[src/rtl/prog_delay_line_pkg.sv]
// Shared defaults, delay-width helper, delay clamp and strobe-op encoding
// for the programmable delay line.
package prog_delay_line_pkg;

    localparam int W_DEF        = 14;
    localparam int CH_DEF       = 2;
    localparam int DEPTH_DEF    = 32;
    localparam int INIT_DLY_DEF = 5;

    typedef enum logic [1:0] {
        OP_IDLE,
        OP_STROBE,
        OP_FLUSH
    } op_e;

    // One extra bit so that a delay of exactly DEPTH is representable.
    function automatic int dly_width(input int depth);
        return $clog2(depth) + 1;
    endfunction

    function automatic int unsigned clamp_delay(input int unsigned val, input int unsigned depth);
        if (val < 1)
            return 1;
        else if (val > depth)
            return depth;
        return val;
    endfunction

endpackage

[src/rtl/dl_ring_ram.sv]
// Circular sample store: one synchronous write port, one asynchronous read port,
// so a read in the write cycle returns the old contents (read-first).
module dl_ring_ram #(
    parameter  int DW    = 28,
    parameter  int DEPTH = 32,
    localparam int AW    = $clog2(DEPTH)
) (
    input  logic          clk,
    input  logic          i_we,
    input  logic [AW-1:0] i_wr_addr,
    input  logic [DW-1:0] i_wr_data,
    input  logic [AW-1:0] i_rd_addr,
    output logic [DW-1:0] o_rd_data
);

    logic [DW-1:0] r_mem [DEPTH];

    // NOTE: storage has no reset; validity is tracked by the fill counter instead,
    // which keeps this mappable onto distributed RAM.
    always_ff @(posedge clk) begin
        if (i_we)
            r_mem[i_wr_addr] <= i_wr_data;
    end

    assign o_rd_data = r_mem[i_rd_addr];

endmodule

[src/rtl/prog_delay_line.sv]
// Multi-channel programmable sample delay: shared write pointer, fill counter and
// delay register around a read-first ring RAM, with a registered output stage.
module prog_delay_line
    import prog_delay_line_pkg::*;
#(
    parameter int W        = W_DEF,
    parameter int CH       = CH_DEF,
    parameter int DEPTH    = DEPTH_DEF,
    parameter int DLY_W    = dly_width(DEPTH),
    parameter int INIT_DLY = INIT_DLY_DEF,
    parameter int BLANK    = 1
) (
    input  logic              clk,
    input  logic              rstn,
    input  logic              en,
    input  logic [CH*W-1:0]   data_in,
    input  logic              delay_load,
    input  logic [DLY_W-1:0]  delay_val,
    input  logic              flush,
    output logic [CH*W-1:0]   data_out,
    output logic              out_valid,
    output logic [DLY_W-1:0]  cur_delay,
    output logic              delay_clamped
);

    localparam int AW = $clog2(DEPTH);
    localparam int DW = CH * W;

    logic [AW-1:0]    r_wr_ptr;
    logic [DLY_W-1:0] r_fill;
    logic [DLY_W-1:0] r_cur_delay;
    logic             r_clamped;
    logic             r_out_valid;
    logic [DW-1:0]    r_data_out;

    logic [DLY_W-1:0] w_load_dly;
    logic [DLY_W-1:0] w_eff_dly;
    logic [AW-1:0]    w_rd_addr;
    logic [DW-1:0]    w_rd_data;
    logic             w_fill_ok;
    op_e              w_op;

    assign w_load_dly = DLY_W'(clamp_delay(32'(delay_val), DEPTH));
    // A load in the same cycle as a strobe steers that strobe's read.
    assign w_eff_dly  = delay_load ? w_load_dly : r_cur_delay;
    // D == DEPTH wraps to the write slot itself; the read-first RAM returns the old sample.
    assign w_rd_addr  = r_wr_ptr - w_eff_dly[AW-1:0];
    assign w_fill_ok  = (r_fill >= w_eff_dly);

    // NOTE: every output of a combinational block gets a default first, so no latch is inferred.
    always_comb begin
        w_op = OP_IDLE;
        if (flush)
            w_op = OP_FLUSH;
        else if (en)
            w_op = OP_STROBE;
    end

    dl_ring_ram #(
        .DW    (DW),
        .DEPTH (DEPTH)
    ) u_ram (
        .clk       (clk),
        .i_we      (w_op == OP_STROBE),
        .i_wr_addr (r_wr_ptr),
        .i_wr_data (data_in),
        .i_rd_addr (w_rd_addr),
        .o_rd_data (w_rd_data)
    );

    // NOTE: all state updates use non-blocking assignments so every register sees
    // pre-edge values of the others, regardless of statement order.
    always_ff @(posedge clk or negedge rstn) begin
        if (!rstn) begin
            r_wr_ptr    <= '0;
            r_fill      <= '0;
            r_cur_delay <= DLY_W'(INIT_DLY);
            r_clamped   <= 1'b0;
            r_out_valid <= 1'b0;
            r_data_out  <= '0;
        end else begin
            if (delay_load) begin
                r_cur_delay <= w_load_dly;
                r_clamped   <= (w_load_dly != delay_val);
            end
            case (w_op)
                OP_FLUSH: begin
                    r_wr_ptr    <= '0;
                    r_fill      <= '0;
                    r_out_valid <= 1'b0;
                    if (BLANK != 0)
                        r_data_out <= '0;
                end
                OP_STROBE: begin
                    r_wr_ptr    <= r_wr_ptr + 1'b1;
                    if (r_fill != DLY_W'(DEPTH))
                        r_fill <= r_fill + 1'b1;
                    r_out_valid <= w_fill_ok;
                    r_data_out  <= (BLANK != 0 && !w_fill_ok) ? '0 : w_rd_data;
                end
                default: ;
            endcase
        end
    end

    assign data_out      = r_data_out;
    assign out_valid     = r_out_valid;
    assign cur_delay     = r_cur_delay;
    assign delay_clamped = r_clamped;

endmodule

[config.mk]
export PLATFORM = sky130hd
export DESIGN_NAME = prog_delay_line
export DESIGN_NICKNAME = d
export VERILOG_FILES = /design/src/rtl/prog_delay_line_pkg.sv /design/src/rtl/dl_ring_ram.sv /design/src/rtl/prog_delay_line.sv
export SDC_FILE = /design/constraint.sdc
export NUM_CORES = 1
export LEC_CHECK = 0
export CAP_MARGIN = 20
export CORE_AREA = 4 4 290 292
export CTS_BUF_LIST = sky130_fd_sc_hd__clkbuf_8
export DETAILED_ROUTE_END_ITERATION = 8
export DIE_AREA = 0 0 294 296
export GPL_TIMING_DRIVEN = 0
export SKIP_CTS_REPAIR_TIMING = 1
export SYNTH_ARGS = -nofsm -noshare
export SYNTH_HDL_FRONTEND = slang
export SYNTH_SLANG_ARGS = --single-unit
[constraint.sdc]
create_clock -name clk -period 3.6 [get_ports clk]
set_input_delay 0.54 -clock clk [delete_from_list [all_inputs] [get_ports clk]]
set_output_delay 0.54 -clock clk [all_outputs]
set_load 0.01 [all_outputs]
* Yosys cells after proc, flatten, opt, wreduce, memory -nomap -nowiden
Memories as Yosys holds them, arrays and structs flattened.
Cells that the tools add are included.
** Storage, ports and cells
- Register bits :: 47
- RAM bits :: 896
- Bits of input ports :: 39
- Output and inout port bits :: 36
- Logic and storage cells :: 36
- Memories :: 1
** Memories
- u_ram.r_mem :: depth 32, width 28, rd ports 1, clocked after Yosys merged registers in 0, wr ports 1, line dl_ring_ram.sv:16 : logic [DW-1:0] r_mem [DEPTH];
** Cells by class
- Add/subtract/negate cells :: 3
- $lt $le $gt $ge :: 3
- Eq/ne operators :: 5
- Mux-type cells :: 16
- Reductions and logical operators :: 2
** Operator list (count)
- $pmux 28 s2 :: 1
- $mux 6 :: 5
- $mux 28 :: 1
- $pmux 6 s2 :: 1
- $pmux 5 s2 :: 1
- $add 6x1->6 const B :: 1
- $ge 6x6->1 :: 1
- $gt 6x6->1 const B :: 1
- $lt 6x1->1 const B :: 1
- $ne 6x6->1 :: 1
- $ne 6x6->1 const B :: 1
- $add 5x1->5 const B :: 1
- $mux 1 :: 5
- $sub 5x5->5 :: 1
- $eq 2x1->1 const B :: 1
- $eq 2x2->1 const B :: 1
- $mux 2 :: 1
- $ne 2x2->1 const B :: 1
- $pmux 1 s2 :: 1
- $reduce_and 2->1 :: 1
- $reduce_bool 2->1 :: 1

* Logic depth before layout (Yosys ltp)
An unclocked memory read counts as a cell.
- Word-level depth :: 9
- Mapped depth :: 15
- Depth with buffers taken out :: 14

* By module
From an unflattened synthesis, not the netlist that was laid out.
** Unflattened totals
- Cell total of the unflattened synthesis :: 2207
- Area, all modules :: 37465.9 µm²
** Modules (own cells, without submodules)
- dl_ring_ram :: instances 1, cells each 1956, area each 34891.0 µm², sequential area each 26905.8 µm²
- prog_delay_line :: instances 1, cells each 251, area each 2575.0 µm², sequential area each 1178.6 µm²

* Least setup slack after synthesis
OpenSTA, ideal clock, no wires.
- Path kind :: input to register
- From :: in delay_val[1]
- To :: reg r_data_out[26] (netlist: data_out[26])
- Library setup time :: 0.121 ns
- Arrival time :: 3.326 ns
- Required time :: 3.479 ns
- Path slack :: 0.153 ns
- Stages on the path :: 15
- Path buffers :: 3
- Cell sequence :: nor4_1 > nor2_1 > nor2_1 > mux2_2 > ha_1 > inv_1 > fa_1 > buf_2 > clkbuf_1 > clkbuf_1 > mux4_2 > nand2_1 > nand3_1 > a32oi_1 > nand2_1
** On the way
- Longest elaborated chain between the ends :: 9
- Elaborated cells between the ends (all ways) :: 13
- Classes of those cells :: add/sub: 1; order compare: 3; mux: 8; memory: 1
** RTL lines
- start, declared :: line prog_delay_line.sv:18 : input logic [DLY_W-1:0] delay_val,
- $gt 6x6->1 :: line prog_delay_line_pkg.sv:24 : else if (val > depth)
- $mux 1 :: line prog_delay_line_pkg.sv:24
- $mux 1 :: line prog_delay_line_pkg.sv:22 : if (val < 1)
- $mux 6 (*) :: line prog_delay_line_pkg.sv:26 : return val;
- $mux 6 (*)
- named net w_eff_dly[0] :: line prog_delay_line.sv:37 : logic [DLY_W-1:0] w_eff_dly;
- $sub 5x5->5 :: line prog_delay_line.sv:47 : assign w_rd_addr = r_wr_ptr - w_eff_dly[AW-1:0];
- $mem_v2 32x28
- $mux 28 (*) :: line prog_delay_line.sv:99 : r_data_out <= (BLANK != 0 && !w_fill_ok) ? '0 : w_rd_data;
- $pmux 28 s2 (*) :: line prog_delay_line.sv:86 : case (w_op)
- end signal, assigned :: line prog_delay_line.sv:99
- end, declared :: line prog_delay_line.sv:34 : logic [DW-1:0] r_data_out;
The timed path passes the listed nets; every way through them passes the cells marked *.
A chain may end at the register's enable or synchronous reset.

* Worst setup path after layout
- From :: in delay_val[1]
- To :: reg r_data_out[27] (netlist: data_out[27])
The elaborated chain is that of the path after synthesis.

==> impl_metrics.csv <==
group,metric,value,unit
critical_path,cp_num_cells,17,
clocking,clk_latency,790,ps
clocking,cts_buffers,154,
critical_path,cp-start-kind,"input port",
sta,rsz0062_at_grt,"no",
die,die_y,296,um
routing,wl_met3,6.91,mm
routing,vias,19100,
routing,dr.pass1.iters,5,
global_route,grt_antenna_before_repair,5,
critical_path,cp.required,4260,ps
final_layout,nets,2195,
sta,period_needed,3480,ps
sta,setup_violations,0,
yosys,avgSynthCellArea,19.8,sq um
sta,slew_headroom,37.6,%
critical_path,r2r_slack,270,ps
clocking,numClockSinks,943,
die,die_w,294,um
global_route,grt_pass1_wl,134,mm
sta,post-route-period-util,96.6,%
pwr,vdd_ir_drop_max,0.000302,V
status,status,"finished, final reports clean",
pwr,p_per_area,564,nW/um^2
placed_design,place.gp.congestion,0.806,
sta,drv_slew,0,
critical_path,critPathSlowestCell,"fa_1",
global_route,grt_max_degree,33,
die,core_area,81600,sq um
die,dieArea,87000,sq um
clocking,htreeDepth,4,
routing,wl_per_cell,27.8,um
routing,route.detailed.drc,0,
sta,hold_violations,0,
final_layout,final_cell_mix,"edfxtp_1 (896), nand2_1 (269), mux4_2 (224)",
routing,ant_nets,0,
placed_design,io_buffers,74,
clocking,cts-root-buf,"clkbuf_8",
critical_path,worst-path-max-fanout,10,
global_route,overflow,0,
placed_design,dpl.hpwl,59.7,mm
die,rows,105,
global_route,grt_usage,21.6,%
critical_path,crit_path_end,"data_out[27]$_DFFE_PN0P_",
yosys,synth_nets,1898,
pwr,p_leak,0.0145,uW
sta,fmax,0.288,GHz
critical_path,cp.arrival,4130,ps
clocking,clk_pin_slew,50,ps
yosys,ys_ff_latch,943,
die,initial_utilization,44.8,%
routing,drt-total-wl,92.5,mm
critical_path,cp_top_family,"buffers and inverters",
yosys,ys_seq_area_share,76.9,%
routing,dr_wl_met2,45.8,mm
hold_path,hp-class,"input port to async pin",
routing,met1Wirelength,37.6,mm
pwr,power,24400,uW
critical_path,critPathBufInv,6,
final_layout,final_common_cell,"edfxtp_1",
routing,viasPerCell,5.73,
clocking,cts_tree,"built",
final_layout,drive_above_1_share,27.9,%
global_route,grt_pass1_vias,19800,
critical_path,path_cells,"clkdlybuf4s50_1, nor4_2, nor2_1, nor2_1, mux2_2, ha_1, inv_1, fa_1, buf_2, buf_6, buf_6, buf_4, mux4_2, nand2_1, nand3_1, nand3_1, nand2_1",
routing,drt_iter0_drc,1643,
critical_path,reg2reg_depth,13,
yosys,netlist-cell-type-count,44,
critical_path,critPathCaptureType,"flop",
critical_path,r2r-end,"data_out[7]$_DFFE_PN0P_",
sta,worst_pin_slew,934,ps
yosys,syn_inst,1846,
critical_path,cp_slowest_stage_delay,500,ps
critical_path,startpoint,"delay_val[1]",
sta,fin_skew,35.3,ps
critical_path,path_class,"input port to flop",
job,maxCapViolations,0,
clocking,clk_path_buf_depth,3,
yosys,yosys_warnings,0,
final_layout,synthToLayoutAreaGrowth,18.7,%
routing,top_layer,"met5",
die,io-pin-count,75,
yosys,syn_area,36500,sq um
sta,timing.hold.ws,377,ps
## Yosys cell counts, drive strengths merged
cell / instances / area [sq um]
buf: 55 / 298
ha: 12 / 150
a21oi: 9 / 45.0
nor3b: 1 / 18.8
mux2: 1 / 11.3
nor3: 2 / 21.3
mux4: 224 / 5040
edfxtp: 896 / 26900
fa: 1 / 20.0
a32oi: 28 / 245
nand3b: 6 / 61.3
or3: 2 / 12.5
and3: 1 / 6.26
xnor2: 5 / 51.3
o22a: 1 / 8.76
a31oi: 2 / 25.0
dfrtp: 45 / 1130
nor4: 2 / 12.5
and2: 1 / 6.26
nand2: 271 / 1020
nand4: 4 / 25.0
o21ai: 7 / 35.0
or3b: 2 / 17.5
xor2: 10 / 95.1
o311ai: 1 / 8.76
clkbuf: 44 / 165
nand2b: 4 / 27.5
dfstp: 2 / 52.6
inv: 10 / 37.5
nor2b: 3 / 18.8
mux2i: 4 / 52.6
nand3: 144 / 721
nor2: 46 / 173
## worst register-to-register path, stage by stage (launching register included)
cell	delay, ps
dfrtp_1	340
inv_1	40
o21ai_0	230
inv_1	170
ha_1	290
nor2b_1	130
o311ai_0	260
nand2_1	160
xnor2_1	190
buf_2	390
clkbuf_2	440
nand3_1	220
nand3_1	260
nand2_1	80
## layout make-up
cell class | count | area [sq um]
inverter | 10 | 37.5
antenna | 1 | 2.50
buffer | 99 | 611
clock inverter | 107 | 513
clock buffer | 166 | 2280
sequential | 943 | 28100
multi-input combinational | 794 | 8240
fill | 6408 | 38200
tap | 1070 | 1340
timing repair buffer | 141 | 2240
## cells by family (layout without fill, tap and decap cells)
family	count (synthesis)	count (layout)	synth area share, %
buf+inv	109	523	1.37
fa+ha+maj	13	13	0.466
xor+xnor	15	15	0.401
simple gates	489	489	5.87
other cells	0	1	0
flops	943	943	76.9
mux	229	229	14.0
compound gates	48	48	1.01
## registers in the layout, indices dropped and copies added, names as in the netlist, named ones only
| name | cells |
|---|---|
| out_valid | 1 |
| u_ram.r_mem | 896 |
| cur_delay | 5 |
| r_fill | 6 |
| delay_clamped | 1 |
| data_out | 28 |
| r_wr_ptr | 5 |
## metrics by stage
stage | instance area, sq um | TNS [ps] | instances | util, % | setup slack, ps
2_1_floorplan | 36500 | 0 | 1846 | - | 153
3_3_place_gp | 38600 | -1193910 | 2990 | 47.3 | -1660
3_5_place_dp | 39800 | -48010 | 3031 | 48.8 | -1790
4_1_cts | 42600 | -23730 | 3304 | 52.2 | -938
5_1_grt | 43300 | 0 | 3331 | 53.1 | 0.260
6_report | 43300 | 0 | 3331 | 53.1 | 122
## worst min path at each step
| stage | startpoint | end | slack [ps] |
|---|---|---|---|
| global placement | out_valid$_DFFE_PN0P_ | out_valid$_DFFE_PN0P_ | 500 |
| floorplan | rstn | async pin | 240 |
| CTS | rstn | data_out[4]$_DFFE_PN0P_ | -230 |
| detailed placement | out_valid$_DFFE_PN0P_ | out_valid$_DFFE_PN0P_ | 500 |
| global route | rstn | data_out[5]$_DFFE_PN0P_ | 360 |
| finish | rstn | data_out[5]$_DFFE_PN0P_ | 380 |
## routing by layer
metal / GRT usage (%) / vias to the layer above
li1: - / 8062
met1: 29.0 / 10100
met2: 35.5 / 760
met3: 5.21 / 149
met4: 6.83 / 2
met5: 0 / -
## power breakdown
group          switching (uW)  total, uW  internal (uW)
Sequential               49.9      12100          12100
Combinational            2230       3830           1600
Clock                    4150       8480           4330
Total                    6430      24400          18000
Power figures use the tool's default switching activity.
